$ cat config.mk
export PLATFORM = sky130hd
export DESIGN_NAME = sync_frame_sequencer_flat
export DESIGN_NICKNAME = d
export VERILOG_FILES = /design/src/rtl/sync_frame_sequencer_if.sv /design/src/rtl/sync_frame_sequencer.sv /design/src/flat_wrapper.sv
export SDC_FILE = /design/constraint.sdc
export NUM_CORES = 1
export LEC_CHECK = 0
export CORE_MARGIN = 4
export CORE_UTILIZATION = 29
export CTS_CLUSTER_DIAMETER = 80
export DETAILED_ROUTE_END_ITERATION = 8
export GPL_ROUTABILITY_DRIVEN = 0
export PLACE_DENSITY = 0.46
export SYNTH_ARGS = -nofsm -noshare
export SYNTH_HDL_FRONTEND = slang
export SYNTH_SLANG_ARGS = --single-unit
$ cat constraint.sdc
create_clock -name clk -period 2.7 [get_ports clk]
set_clock_uncertainty 0.15 [all_clocks]
set_input_delay 0.27 -clock clk [delete_from_list [all_inputs] [get_ports clk]]
set_output_delay 0.27 -clock clk [all_outputs]
set_load 0.02 [all_outputs]
$ cat src/rtl/sync_frame_sequencer_if.sv
// Bus bundle between the frame sequencer and its controller: config/sync in, strobes/status out.
interface sync_frame_sequencer_if #(
    parameter int unsigned NCH = 4
);
    logic           sync;
    logic           enable;
    logic [NCH-1:0] ch_mask;
    logic [15:0]    fire_delay;
    logic [15:0]    acq_len;
    logic           clr_overrun;
    logic [NCH-1:0] fire;
    logic           acq;
    logic [3:0]     ch_idx;
    logic           busy;
    logic           frame_done;
    logic           aborted;
    logic [15:0]    overrun_cnt;

    modport slave (
        input  sync, enable, ch_mask, fire_delay, acq_len, clr_overrun,
        output fire, acq, ch_idx, busy, frame_done, aborted, overrun_cnt
    );

    modport master (
        output sync, enable, ch_mask, fire_delay, acq_len, clr_overrun,
        input  fire, acq, ch_idx, busy, frame_done, aborted, overrun_cnt
    );
endinterface

$ cat src/rtl/sync_frame_sequencer.sv
// Per-sync acquisition frame: for each enabled channel in ascending order,
// wait the fire delay, strobe fire for one cycle, then hold the acquisition window.
module sync_frame_sequencer #(
    parameter int unsigned NCH        = 4,
    parameter int unsigned CLK_PER_US = 100
) (
    input  logic                       clk,
    input  logic                       rst_n,
    sync_frame_sequencer_if.slave      bus
);
    localparam int unsigned PW = (CLK_PER_US > 1) ? $clog2(CLK_PER_US) : 1;
    localparam logic [NCH-1:0] ONE_HOT0 = NCH'(1);

    typedef enum logic [2:0] {IDLE, DELAY, FIRE, ACQ, NEXT} state_t;

    state_t         state_q, state_d;
    logic [PW-1:0]  pre_q, pre_d;
    logic [15:0]    us_q, us_d;
    logic [3:0]     ch_q, ch_d;
    logic [NCH-1:0] mask_q, mask_d;
    logic [15:0]    dly_q, dly_d;
    logic [15:0]    alen_q, alen_d;
    logic [NCH-1:0] fire_q, fire_d;
    logic           acq_q, acq_d;
    logic           busy_q, busy_d;
    logic           done_q, done_d;
    logic           aborted_q, aborted_d;
    logic [15:0]    ovr_q, ovr_d;

    logic           tick;
    logic           ovr_evt;
    logic [4:0]     first_bit;
    logic [4:0]     next_bit;

    // Lowest set bit of m at index >= lo; bit 4 set means none found.
    function automatic logic [4:0] find_bit(input logic [NCH-1:0] m, input logic [4:0] lo);
        logic [4:0] r;
        r = 5'd16;
        for (int i = NCH - 1; i >= 0; i--) begin
            if (m[i] && (5'(i) >= lo)) r = 5'(i);
        end
        return r;
    endfunction

    always_comb begin
        tick      = (pre_q == PW'(CLK_PER_US - 1));
        ovr_evt   = bus.sync && (state_q != IDLE);
        first_bit = find_bit(bus.ch_mask, 5'd0);
        next_bit  = find_bit(mask_q, 5'(ch_q) + 5'd1);

        state_d   = state_q;
        ch_d      = ch_q;
        mask_d    = mask_q;
        dly_d     = dly_q;
        alen_d    = alen_q;
        done_d    = 1'b0;
        aborted_d = 1'b0;
        ovr_d     = ovr_q;
        pre_d     = tick ? '0 : pre_q + PW'(1);
        us_d      = tick ? us_q + 16'd1 : us_q;

        case (state_q)
            IDLE: begin
                pre_d = '0;
                us_d  = '0;
                if (bus.sync && bus.enable && (bus.ch_mask != '0)) begin
                    mask_d  = bus.ch_mask;
                    dly_d   = bus.fire_delay;
                    alen_d  = (bus.acq_len == 16'd0) ? 16'd1 : bus.acq_len;
                    ch_d    = first_bit[3:0];
                    state_d = (bus.fire_delay == 16'd0) ? FIRE : DELAY;
                end
            end
            DELAY: begin
                if (tick && (us_q == dly_q - 16'd1)) state_d = FIRE;
            end
            FIRE: begin
                pre_d   = '0;
                us_d    = '0;
                state_d = ACQ;
            end
            ACQ: begin
                if (tick && (us_q == alen_q - 16'd1)) begin
                    state_d = NEXT;
                    done_d  = next_bit[4];
                end
            end
            NEXT: begin
                if (!next_bit[4]) begin
                    ch_d    = next_bit[3:0];
                    pre_d   = '0;
                    us_d    = '0;
                    state_d = (dly_q == 16'd0) ? FIRE : DELAY;
                end else begin
                    state_d = IDLE;
                end
            end
            default: state_d = IDLE;
        endcase

        // Enable low kills any frame in progress without a done pulse.
        if ((state_q != IDLE) && !bus.enable) begin
            state_d   = IDLE;
            ch_d      = ch_q;
            done_d    = 1'b0;
            aborted_d = 1'b1;
        end

        if (bus.clr_overrun) ovr_d = ovr_evt ? 16'd1 : 16'd0;
        else if (ovr_evt && (ovr_q != 16'hFFFF)) ovr_d = ovr_q + 16'd1;

        fire_d = (state_d == FIRE) ? (ONE_HOT0 << ch_d) : '0;
        acq_d  = (state_d == ACQ);
        busy_d = (state_d != IDLE);
    end

    always_ff @(posedge clk) begin
        if (!rst_n) begin
            state_q   <= IDLE;
            pre_q     <= '0;
            us_q      <= '0;
            ch_q      <= '0;
            mask_q    <= '0;
            dly_q     <= '0;
            alen_q    <= '0;
            fire_q    <= '0;
            acq_q     <= 1'b0;
            busy_q    <= 1'b0;
            done_q    <= 1'b0;
            aborted_q <= 1'b0;
            ovr_q     <= '0;
        end else begin
            state_q   <= state_d;
            pre_q     <= pre_d;
            us_q      <= us_d;
            ch_q      <= ch_d;
            mask_q    <= mask_d;
            dly_q     <= dly_d;
            alen_q    <= alen_d;
            fire_q    <= fire_d;
            acq_q     <= acq_d;
            busy_q    <= busy_d;
            done_q    <= done_d;
            aborted_q <= aborted_d;
            ovr_q     <= ovr_d;
        end
    end

    assign bus.fire        = fire_q;
    assign bus.acq         = acq_q;
    assign bus.ch_idx      = ch_q;
    assign bus.busy        = busy_q;
    assign bus.frame_done  = done_q;
    assign bus.aborted     = aborted_q;
    assign bus.overrun_cnt = ovr_q;
endmodule
$ cat src/flat_wrapper.sv
// flat-port wrapper written by rule: the top's interface ports become plain ports
module sync_frame_sequencer_flat 
#(
    parameter int unsigned NCH        = 4,
    parameter int unsigned CLK_PER_US = 100
)
  (clk, rst_n, bus_sync, bus_enable, bus_ch_mask, bus_fire_delay, bus_acq_len, bus_clr_overrun, bus_fire, bus_acq, bus_ch_idx, bus_busy, bus_frame_done, bus_aborted, bus_overrun_cnt);
  sync_frame_sequencer_if #(.NCH(NCH)) bus_i ();
  input  logic clk;
  input  logic rst_n;
  input wire logic [$bits(bus_i.sync)-1:0] bus_sync;
  input wire logic [$bits(bus_i.enable)-1:0] bus_enable;
  input wire logic [$bits(bus_i.ch_mask)-1:0] bus_ch_mask;
  input wire logic [$bits(bus_i.fire_delay)-1:0] bus_fire_delay;
  input wire logic [$bits(bus_i.acq_len)-1:0] bus_acq_len;
  input wire logic [$bits(bus_i.clr_overrun)-1:0] bus_clr_overrun;
  output wire logic [$bits(bus_i.fire)-1:0] bus_fire;
  output wire logic [$bits(bus_i.acq)-1:0] bus_acq;
  output wire logic [$bits(bus_i.ch_idx)-1:0] bus_ch_idx;
  output wire logic [$bits(bus_i.busy)-1:0] bus_busy;
  output wire logic [$bits(bus_i.frame_done)-1:0] bus_frame_done;
  output wire logic [$bits(bus_i.aborted)-1:0] bus_aborted;
  output wire logic [$bits(bus_i.overrun_cnt)-1:0] bus_overrun_cnt;
  assign bus_i.sync = bus_sync;
  assign bus_i.enable = bus_enable;
  assign bus_i.ch_mask = bus_ch_mask;
  assign bus_i.fire_delay = bus_fire_delay;
  assign bus_i.acq_len = bus_acq_len;
  assign bus_i.clr_overrun = bus_clr_overrun;
  assign bus_fire = bus_i.fire;
  assign bus_acq = bus_i.acq;
  assign bus_ch_idx = bus_i.ch_idx;
  assign bus_busy = bus_i.busy;
  assign bus_frame_done = bus_i.frame_done;
  assign bus_aborted = bus_i.aborted;
  assign bus_overrun_cnt = bus_i.overrun_cnt;
  sync_frame_sequencer #(.NCH(NCH), .CLK_PER_US(CLK_PER_US)) u_core (.clk(clk), .rst_n(rst_n), .bus(bus_i));
endmodule
==> out/metrics.yaml, run 1 <==
min_path:
  hp-class: "reg -> reg"
yosys:
  ys_seq_area_share_pct: 35.5
  synth_fa_ha_area_share_pct: 2.46
  synth.avg_cell_area_um2: 8.03
  synth_top_family_by_area: "simple AND/OR/NAND/NOR gates"
  syn_nets: 684
  ys_async_sr_fraction_pct: 0
  synth_ff_type: "dfxtp_1"
  synth-xor-area-share_pct: 12.4
  ys_ff_latch: 90
  ys_types: 62
  synth_enable_flop_cells: 0
  synth_simple_gate_area_share_pct: 29.3
  synth_compound_area_share_pct: 15.7
  synthMuxAreaShare_pct: 0.616
  yosys_warnings: 0
  netlist_instances: 633
  syn_area_um2: 5080
critical_path:
  crit_family: "simple AND/OR/NAND/NOR gates"
  startpoint_type: "flop"
  critPathKind: "reg -> reg"
  regToRegEndpoint: "u_core.bus.fire[2]"
  cp.depth: 6
  worstPathArrival_ns: 2.74
  crit-reg2reg-launch: "u_core.dly_q[0]"
  cpPeakStageDelay_ns: 0.57
  slowest_stage: "or4_4"
  crit_path_start: "u_core.dly_q[0]"
  crit_top_cell: "or4_4"
  critPathBufInv: 0
  reg2reg_slack_ns: 0.08
  path_max_fanout: 5
  path_cells: "or4_4 > or4_4 > o21ai_2 > nand3_2 > o31a_1 > nor4b_2"
  cp.required_ns: 2.82
  reg2reg_depth: 6
  crit_end: "u_core.bus.fire[2]"
  end_kind: "flop"
floorplan:
  fp-row-count: 48
  die-area_um2: 19700
  die_w_um: 140
  die_h_um: 140
  ioPinCount: 69
  coreArea_um2: 17200
  start_util_pct: 29.5
drt:
  ant_nets: 0
  route.vias.total: 4858
  drt_iter0_drc: 239
  drc: 0
  firstDrtPassIters: 5
  wl_per_cell_um: 15.1
  viasPerCell: 5.01
  routed_wl_um: 14600
clocking:
  holdBufCountCts: 0
  clock_sinks: 90
  cts-htree-levels: 3
  cts_tree: "yes"
  clockBufferDepth: 2
  clkTransAtPathRegs_ns: 0.07
  cts_buffers: 9
  insertion_delay_ns: 0.35
  cts_root_buf: "clkbuf_16"
placed_design:
  io_buffers: 68
  place_area_um2: 6380
  hpwl_um: 11300
  dp_slack_ns: -0.122
finish:
  postLayoutCellArea_um2: 6870
  final_common_cell: "nand2_1"
  drive_gt1_share_pct: 16.5
  layout_common_cells: "nand2_1, dfxtp_1, clkdlybuf4s50_1"
  antenna_cells: 0
  fin_nets: 791
  area_growth_syn_to_layout_pct: 35.1
sta:
  fin_crit_ns: 2.62
  max_freq_mhz: 381
  layout_setup_ws_ns: 0.0774
  slew_violations: 0
  tightest_slew_ns: 0.831
  relSlewSlack_pct: 44.2
  fin_setup_tns_ns: 0
  fin_crit_sh_pct: 97.1
  finalSetupViolCount: 0
  finalHoldViolCount: 0
grt:
  grt_pass1_vias: 4699
  grt_pass1_wl_um: 24000
  grt_start_max_net_pins: 34
  grt-ovfl-total: 0
  antenna_found_initial: 0
  grt_usage_pct: 15.0
power_and_ir_drop:
  ir_drop_mv: 0.338
  p_leak_nw: 2.51
  p_per_area_nw_per_um2: 512
flow_run:
  cap_viol_max_count: 0
outcome:
  status: "complete, no violations"
what timing repair did:
action,in CTS,in global routing
cloned,0,0
setup buffers,0,4
setup endpoints to repair,4,32
pin swaps,6,13
gates resized for setup,7,25
report_power, final:
group / switching [mW] / internal, mW
registers: 0.0346 / 1.36
clock network: 0.574 / 0.848
logic: 0.340 / 0.357
flip-flops by register name (all words and copies together), names as in the netlist:
signal                  flops
u_core.us_q                16
u_core.pre_q                7
u_core.bus.aborted          1
u_core.mask_q               4
u_core.bus.fire             4
u_core.bus.busy             1
u_core.bus.frame_done       1
u_core.bus.acq              1
u_core.alen_q              16
u_core.bus.ch_idx           4
u_core.bus.overrun_cnt     16
u_core.state_q              3
u_core.dly_q               16
Yosys cell counts, types with 3 or more instances:
cell type / n / share of area (%)
o31ai_1: 3 / 0.44
or4_1: 6 / 0.89
and3_1: 10 / 1.2
clkbuf_1: 30 / 2.2
nor3_1: 14 / 1.4
and2_1: 7 / 0.86
nor4_1: 18 / 2.2
nor2b_1: 5 / 0.62
a21boi_0: 37 / 5.5
dfxtp_1: 90 / 35
o21ai_1: 3 / 0.30
a211oi_1: 3 / 0.44
o211ai_1: 3 / 0.44
or3_1: 7 / 0.86
a311oi_1: 3 / 0.52
nor4b_1: 4 / 0.69
ha_1: 10 / 2.5
buf_2: 3 / 0.30
inv_1: 14 / 1.0
a21oi_1: 18 / 1.8
a41oi_1: 4 / 0.69
nor2_1: 64 / 4.7
o2111ai_1: 3 / 0.52
o21ai_0: 13 / 1.3
nand2_1: 94 / 6.9
nand4_1: 18 / 2.2
xnor2_1: 35 / 6.0
nand2b_1: 7 / 0.86
nand3_1: 17 / 1.7
xor2_1: 37 / 6.4
and4_1: 6 / 1.0
or2_2: 3 / 0.37
a31oi_1: 4 / 0.49
o21a_1: 3 / 0.44
routing by layer:
layer	GRT usage, %	wire length (um)
met2	23.9	6620
met5	0	0
met4	5.15	264
met1	20.3	7180
met3	3.00	590
worst min path at each step:
stage	cells after the start	end	startpoint
2_1_floorplan	1	u_core.pre_q[0]	u_core.pre_q[0]
3_3_place_gp	1	u_core.pre_q[0]	u_core.pre_q[0]
3_5_place_dp	1	u_core.pre_q[0]	u_core.pre_q[0]
4_1_cts	1	u_core.pre_q[0]	u_core.pre_q[0]
5_1_grt	1	u_core.pre_q[0]	u_core.pre_q[0]
6_report	1	u_core.pre_q[0]	u_core.pre_q[0]
per-stage QoR:
stage | instances | util, % | total power [mW] | hold slack (ns)
after global routing | 970 | 39.8 | 3.69 | 0.316
after detailed placement | 950 | 37.0 | 2.08 | 0.279
after floorplan | 633 | - | 1.79 | 0.263
after CTS | 966 | 39.1 | 3.53 | 0.295
final | 970 | 39.8 | 3.52 | 0.292
after global placement | 950 | 37.0 | 2.07 | 0.275
cell type report:
class | instances | area, um^2
clock buffer | 10 | 239
tap | 225 | 282
inverter | 14 | 52.6
fill | 1731 | 10400
multi-input combinational | 492 | 3200
sequential | 90 | 1810
timing repair buffer | 133 | 1190
clock inverter | 6 | 96.3
cells by family (layout without fill, tap and decap cells):
group | count (synthesis) | count (layout)
AO/OA/AOI/OAI | 114 | 114
XOR/XNOR | 72 | 72
adder cells (fa/ha/maj) | 10 | 10
buffers and inverters | 51 | 163
flip-flops | 90 | 90
multiplexers | 3 | 3
AND/OR/NAND/NOR | 293 | 293
Power figures use the tool's default switching activity.
==> inputs of run 2 (changes only) <==
- CTS_BUF_LIST: default -> sky130_fd_sc_hd__clkbuf_16
==> out/metrics.yaml, run 2 (same netlist as run 1, synthesis figures left out) <==
finish:
  layout_common_cells: "nand2_1, dfxtp_1, clkdlybuf4s50_1"
  layout.area.seq_um2: 1810  # unchanged
  fin_nets: 791  # unchanged
  multi_input_area_um2: 3200  # +0.20%
  drive_gt1_share_pct: 16.5  # unchanged
  fillers: 1732  # +0.058%
  final_common_cell: "nand2_1"
  area_growth_syn_to_layout_pct: 35.1  # about the same
  antenna_cells: 0  # unchanged
drt:
  wl_per_cell_um: 15.1  # +0.14%
  drc: 0  # unchanged
  routed_wl_um: 14700  # +0.14%
  ant_nets: 0  # unchanged
  drt_iter0_drc: 294  # +23%
  viasPerCell: 4.98  # -0.66%
  route.vias.total: 4826  # -0.66%
  firstDrtPassIters: 4  # -1
floorplan:
  die_h_um: 140  # unchanged
  die-area_um2: 19700  # unchanged
  die_w_um: 140  # unchanged
  start_util_pct: 29.5  # unchanged
  coreArea_um2: 17200  # unchanged
  fp-row-count: 48  # unchanged
  ioPinCount: 69  # unchanged
critical_path:
  worstPathArrival_ns: 2.74  # about the same
  end_kind: "flop"
  crit-reg2reg-launch: "u_core.dly_q[0]"
  path_max_fanout: 5  # unchanged
  crit_end: "u_core.bus.fire[2]"
  critPathKind: "reg -> reg"
  startpoint_type: "flop"
  cp.required_ns: 2.82  # about the same
  reg2reg_slack_ns: 0.08  # about the same
  reg2reg_depth: 6  # unchanged
  crit_path_start: "u_core.dly_q[0]"
  regToRegEndpoint: "u_core.bus.fire[2]"
power_and_ir_drop:
  p_int_mw: 2.54  # -1.1%
  pwr-share-clk_pct: 39.8  # -0.6 points
  p_leak_nw: 2.51  # -0.17%
  p_per_area_nw_per_um2: 507  # -0.98%
  ir_drop_mv: 0.329  # -2.4%
  power_mw: 3.48  # -1.0%
  power_frac_seq_pct: 40.2  # +0.4 points
  switching_share_pct: 27.0  # +0.028 points
  switchingPower_mw: 0.939  # -0.94%
  combPwrFrac_pct: 20.0  # +0.2 points
clocking:
  cts_buffers: 9  # unchanged
  cts_tree: "yes"
  clockBufferDepth: 2  # unchanged
  cts_root_buf: "clkbuf_16"
  clkTransAtPathRegs_ns: 0.06  # about the same
  clock_sinks: 90  # unchanged
  cts-htree-levels: 3  # unchanged
  holdBufCountCts: 0  # unchanged
  insertion_delay_ns: 0.35  # about the same
sta:
  fin_setup_tns_ns: 0  # unchanged
  finalHoldViolCount: 0  # unchanged
  relSlewSlack_pct: 45.6  # +1.4 points
  fin_crit_sh_pct: 97.0  # -0.13 points
  max_freq_mhz: 382  # +0.13%
  slew_violations: 0  # unchanged
  fin_crit_ns: 2.62  # -0.00342 ns
  layout_setup_ws_ns: 0.0808  # +0.00342 ns
  tightest_slew_ns: 0.810  # -0.0210 ns
  finalSetupViolCount: 0  # unchanged
placed_design:
  dp_slack_ns: -0.122  # unchanged
  io_buffers: 68  # unchanged
  hpwl_um: 11300  # unchanged
grt:
  grt-ovfl-total: 0  # unchanged
  grt_pass1_vias: 4698  # -0.021%
  grt_usage_pct: 15.0  # -0.021 points
  antenna_found_initial: 0  # unchanged
  grt_start_max_net_pins: 34  # unchanged
  grt_pass1_wl_um: 23900  # -0.17%
min_path:
  hp-class: "reg -> reg"
outcome:
  status: "complete, no violations"
flow_run:
  cap_viol_max_count: 0  # unchanged
-- run 2: cell types whose count changed in the layout (fill, tap and decap cells not counted), sizes merged --
cell / change
clkbuf: -1
clkinv: +1
-- run 2: final cells by class --
| cell class | instances | area share, % |
|---|---|---|
| Multi-Input combinational cell | 492 | 46.7 |
| Sequential cell | 90 | 26.3 |
| Timing Repair Buffer | 133 | 17.4 |
| Tap cell | 225 | 4.10 |
| Clock buffer | 9 | 3.28 |
| Clock inverter | 7 | 1.46 |
| Inverter | 14 | 0.766 |
-- run 2: worst max-delay path, stage by stage, from the launching register on --
cell and delay [ns]:
dfxtp_2 0.34, or4_4 0.57, or4_4 0.53, o21ai_2 0.16, nand3_2 0.11, o31a_1 0.41, nor4b_2 0.27
-- run 2: how the worst min path moves through the flow --
| stage | from | end | slack [ns] | depth (start not counted) |
|---|---|---|---|---|
| floorplan | u_core.pre_q[0] | u_core.pre_q[0] | 0.26 | 1 |
| global route | u_core.pre_q[0] | u_core.pre_q[0] | 0.32 | 1 |
| global placement | u_core.pre_q[0] | u_core.pre_q[0] | 0.28 | 1 |
| detailed placement | u_core.pre_q[0] | u_core.pre_q[0] | 0.28 | 1 |
| finish | u_core.pre_q[0] | u_core.pre_q[0] | 0.29 | 1 |
| CTS | u_core.pre_q[0] | u_core.pre_q[0] | 0.29 | 1 |
-- run 2: per-layer routing --
| layer | global-route usage, % | up-vias | share of wire [%] | routed length (um) |
|---|---|---|---|---|
| li1 | - | 2446 | - | - |
| met1 | 20.2 | 2281 | 49 | 7140 |
| met5 | 0 | - | 0 | 0 |
| met2 | 23.9 | 84 | 46 | 6740 |
| met4 | 5.15 | 0 | 1.5 | 214 |
| met3 | 3.00 | 15 | 3.9 | 573 |
-- run 2: stage by stage --
| stage | hold slack [ns] | cell area, um^2 | std cells | util, % |
|---|---|---|---|---|
| floorplan | 0.263 | 5090 | 633 | - |
| global placement | 0.275 | 6380 | 950 | 37.0 |
| detailed placement | 0.279 | 6380 | 950 | 37.0 |
| CTS | 0.295 | 6740 | 966 | 39.1 |
| global route | 0.316 | 6860 | 970 | 39.8 |
| finish | 0.292 | 6860 | 970 | 39.8 |
-- run 2: power groups by stage --
| stage | clock network [mW] | logic (mW) | registers [mW] |
|---|---|---|---|
| 4_1_cts | 1.45 | 0.661 | 1.40 |
| 6_report | 1.38 | 0.697 | 1.40 |
| 2_1_floorplan | 0 | 0.366 | 1.43 |
| 3_3_place_gp | 0 | 0.646 | 1.43 |
| 5_1_grt | 1.49 | 0.767 | 1.40 |
| 3_5_place_dp | 0 | 0.649 | 1.43 |
-- run 2: repair_timing --
action | CTS | global route
setup buffers | 0 | 4
endpoints found under the setup margin | 4 | 32
hold endpoints to repair | 0 | 0
pin swaps | 6 | 13
cloned | 0 | 0
gates resized for setup | 7 | 26
==> inputs of run 3 (changes only) <==
- CORE_ASPECT_RATIO: default -> 1.2
==> out/metrics.yaml, run 3 (same netlist as run 1, synthesis figures left out) <==
sta:
  grt_setup_unrepaired: "yes"
  fin_setup_tns_ns: 0  # unchanged
  fin_crit_ns: 2.68  # +0.0580 ns
  finalHoldViolCount: 0  # unchanged
  finalSetupViolCount: 0  # unchanged
  relSlewSlack_pct: 36.9  # -8.8 points
  fin_crit_sh_pct: 99.2  # +2.1 points
  slew_violations: 0  # unchanged
  max_freq_mhz: 374  # -2.2%
  tightest_slew_ns: 0.941  # +0.131 ns
drt:
  wl_per_cell_um: 15.8  # +4.5%
  routed_wl_um: 15100  # +2.8%
  drt_iter0_drc: 223  # -24%
  viasPerCell: 5.02  # +0.96%
  firstDrtPassIters: 6  # +2
  route.vias.total: 4792  # -0.70%
  drc: 0  # unchanged
  ant_nets: 0  # unchanged
critical_path:
  critPathKind: "reg -> reg"
  crit_family: "simple AND/OR/NAND/NOR gates"
  startpoint_type: "flop"
  worstPathArrival_ns: 2.79  # +0.05 ns
  critPathBufInv: 1  # +1
  path_max_fanout: 5  # unchanged
  slowest_stage: "or4_4"
  path_cells: "buf_4 > or4_4 > nor4_1 > a21oi_1 > o21ai_0 > nand3_1 > o31a_1 > nor4b_4"
  reg2reg_depth: 8  # +2
  end_kind: "flop"
  cpPeakStageDelay_ns: 0.57  # about the same
  cp.depth: 8  # +2
  cp.required_ns: 2.82  # about the same
grt:
  grt_pass1_wl_um: 24000  # +0.40%
  grt-ovfl-total: 0  # unchanged
  grt_start_max_net_pins: 34  # unchanged
  grt_pass1_vias: 4669  # -0.62%
  grt_usage_pct: 15.1  # +0.084 points
  antenna_found_initial: 0  # unchanged
placed_design:
  place_inst: 935  # -1.6%
  hpwl_um: 11600  # +2.6%
  io_buffers: 68  # unchanged
clocking:
  clockBufferDepth: 2  # unchanged
  cts-htree-levels: 3  # unchanged
  cts_tree: "yes"
  cts_buffers: 9  # unchanged
  insertion_delay_ns: 0.36  # about the same
  holdBufCountCts: 0  # unchanged
  cts_root_buf: "clkbuf_16"
  clock_sinks: 90  # unchanged
  clkTransAtPathRegs_ns: 0.07  # about the same
finish:
  layout_common_cells: "nand2_1, dfxtp_1, clkdlybuf4s50_1"
  final_common_cell: "nand2_1"
  fin_nets: 784  # -0.88%
  layout.area.seq_um2: 1810  # about the same
  drive_gt1_share_pct: 15.9  # -0.66 points
  multi_input_area_um2: 3270  # +2.1%
  area_growth_syn_to_layout_pct: 34.8
  utilization_pct: 40.2  # +0.36 points
  fillers: 1713  # -1.1%
  finalNonFillerCells: 954  # -1.6%
  antenna_cells: 0  # unchanged
floorplan:
  die_h_um: 153  # +9.0%
  coreArea_um2: 17000  # -1.1%
  ioPinCount: 69  # unchanged
  die-area_um2: 19700  # about the same
  die_w_um: 129  # -8.2%
  fp-row-count: 52  # +8.3%
  start_util_pct: 29.8  # +0.33 points
outcome:
  status: "complete, no violations"
min_path:
  hold_depth: 1  # unchanged
  hp-class: "reg -> reg"
power_and_ir_drop:
  ir_drop_mv: 0.293  # -11%
  power_mw: 3.41  # -2.0%
  p_leak_nw: 2.50  # -0.59%
  p_per_area_nw_per_um2: 498  # -1.8%
flow_run:
  cap_viol_max_count: 0  # unchanged
## run 3: cell type report
type | count | area share, %
clock inverters | 7 | 1.11
multi-input cells | 492 | 47.8
well taps | 216 | 3.95
flip-flops and latches | 90 | 26.4
clock buffers | 9 | 3.29
inverters | 14 | 0.767
repair buffers | 126 | 16.7
## run 3: report_power, final
group          leakage [nW]  switching [mW]  internal [mW]
registers             0.731          0.0368           1.36
clock network         0.144           0.579          0.725
logic                  1.62           0.346          0.361
## run 3: metal layers
layer	GRT usage, %	vias to the layer above	wire length (um)	share of wire [%]
li1	-	2424	-	-
met1	18.1	2256	6430	43
met2	26.3	96	7760	51
met3	2.79	16	586	3.9
met4	5.60	0	303	2.0
met5	0	-	0	0
## run 3: what timing repair did
item                       in CTS  in global routing
setup endpoints to repair      10                 33
setup buffers                   1                  2
gates cloned                    0                  0
resized for setup               8                 35
pin swaps                       5                 21
## run 3: stage by stage
step / worst slack (ns) / area, um^2 / hold slack (ns)
after floorplan: -0.00185 / 5090 / 0.263
after global placement: -0.0300 / 6330 / 0.275
after detailed placement: -0.0956 / 6330 / 0.304
after CTS: 0.00294 / 6670 / 0.316
after global routing: -0.0252 / 6850 / 0.343
final: 0.0228 / 6850 / 0.307
## run 3: worst paths after layout
check / endpoint / slack (ns) / startpoint
min: u_core.pre_q[0] / 0.31 / u_core.pre_q[0]
max reg2reg: u_core.bus.fire[3] / 0.02 / u_core.dly_q[1]
max: u_core.bus.fire[3] / 0.02 / u_core.dly_q[1]
min reg2reg: u_core.pre_q[0] / 0.31 / u_core.pre_q[0]
## run 3: worst register-to-register path, cell delays in order, from the launching register on
cell     delay, ns
dfxtp_2       0.32
buf_4         0.13
or4_4         0.57
nor4_1        0.31
a21oi_1       0.06
o21ai_0       0.24
nand3_1       0.15
o31a_1        0.36
nor4b_4       0.30
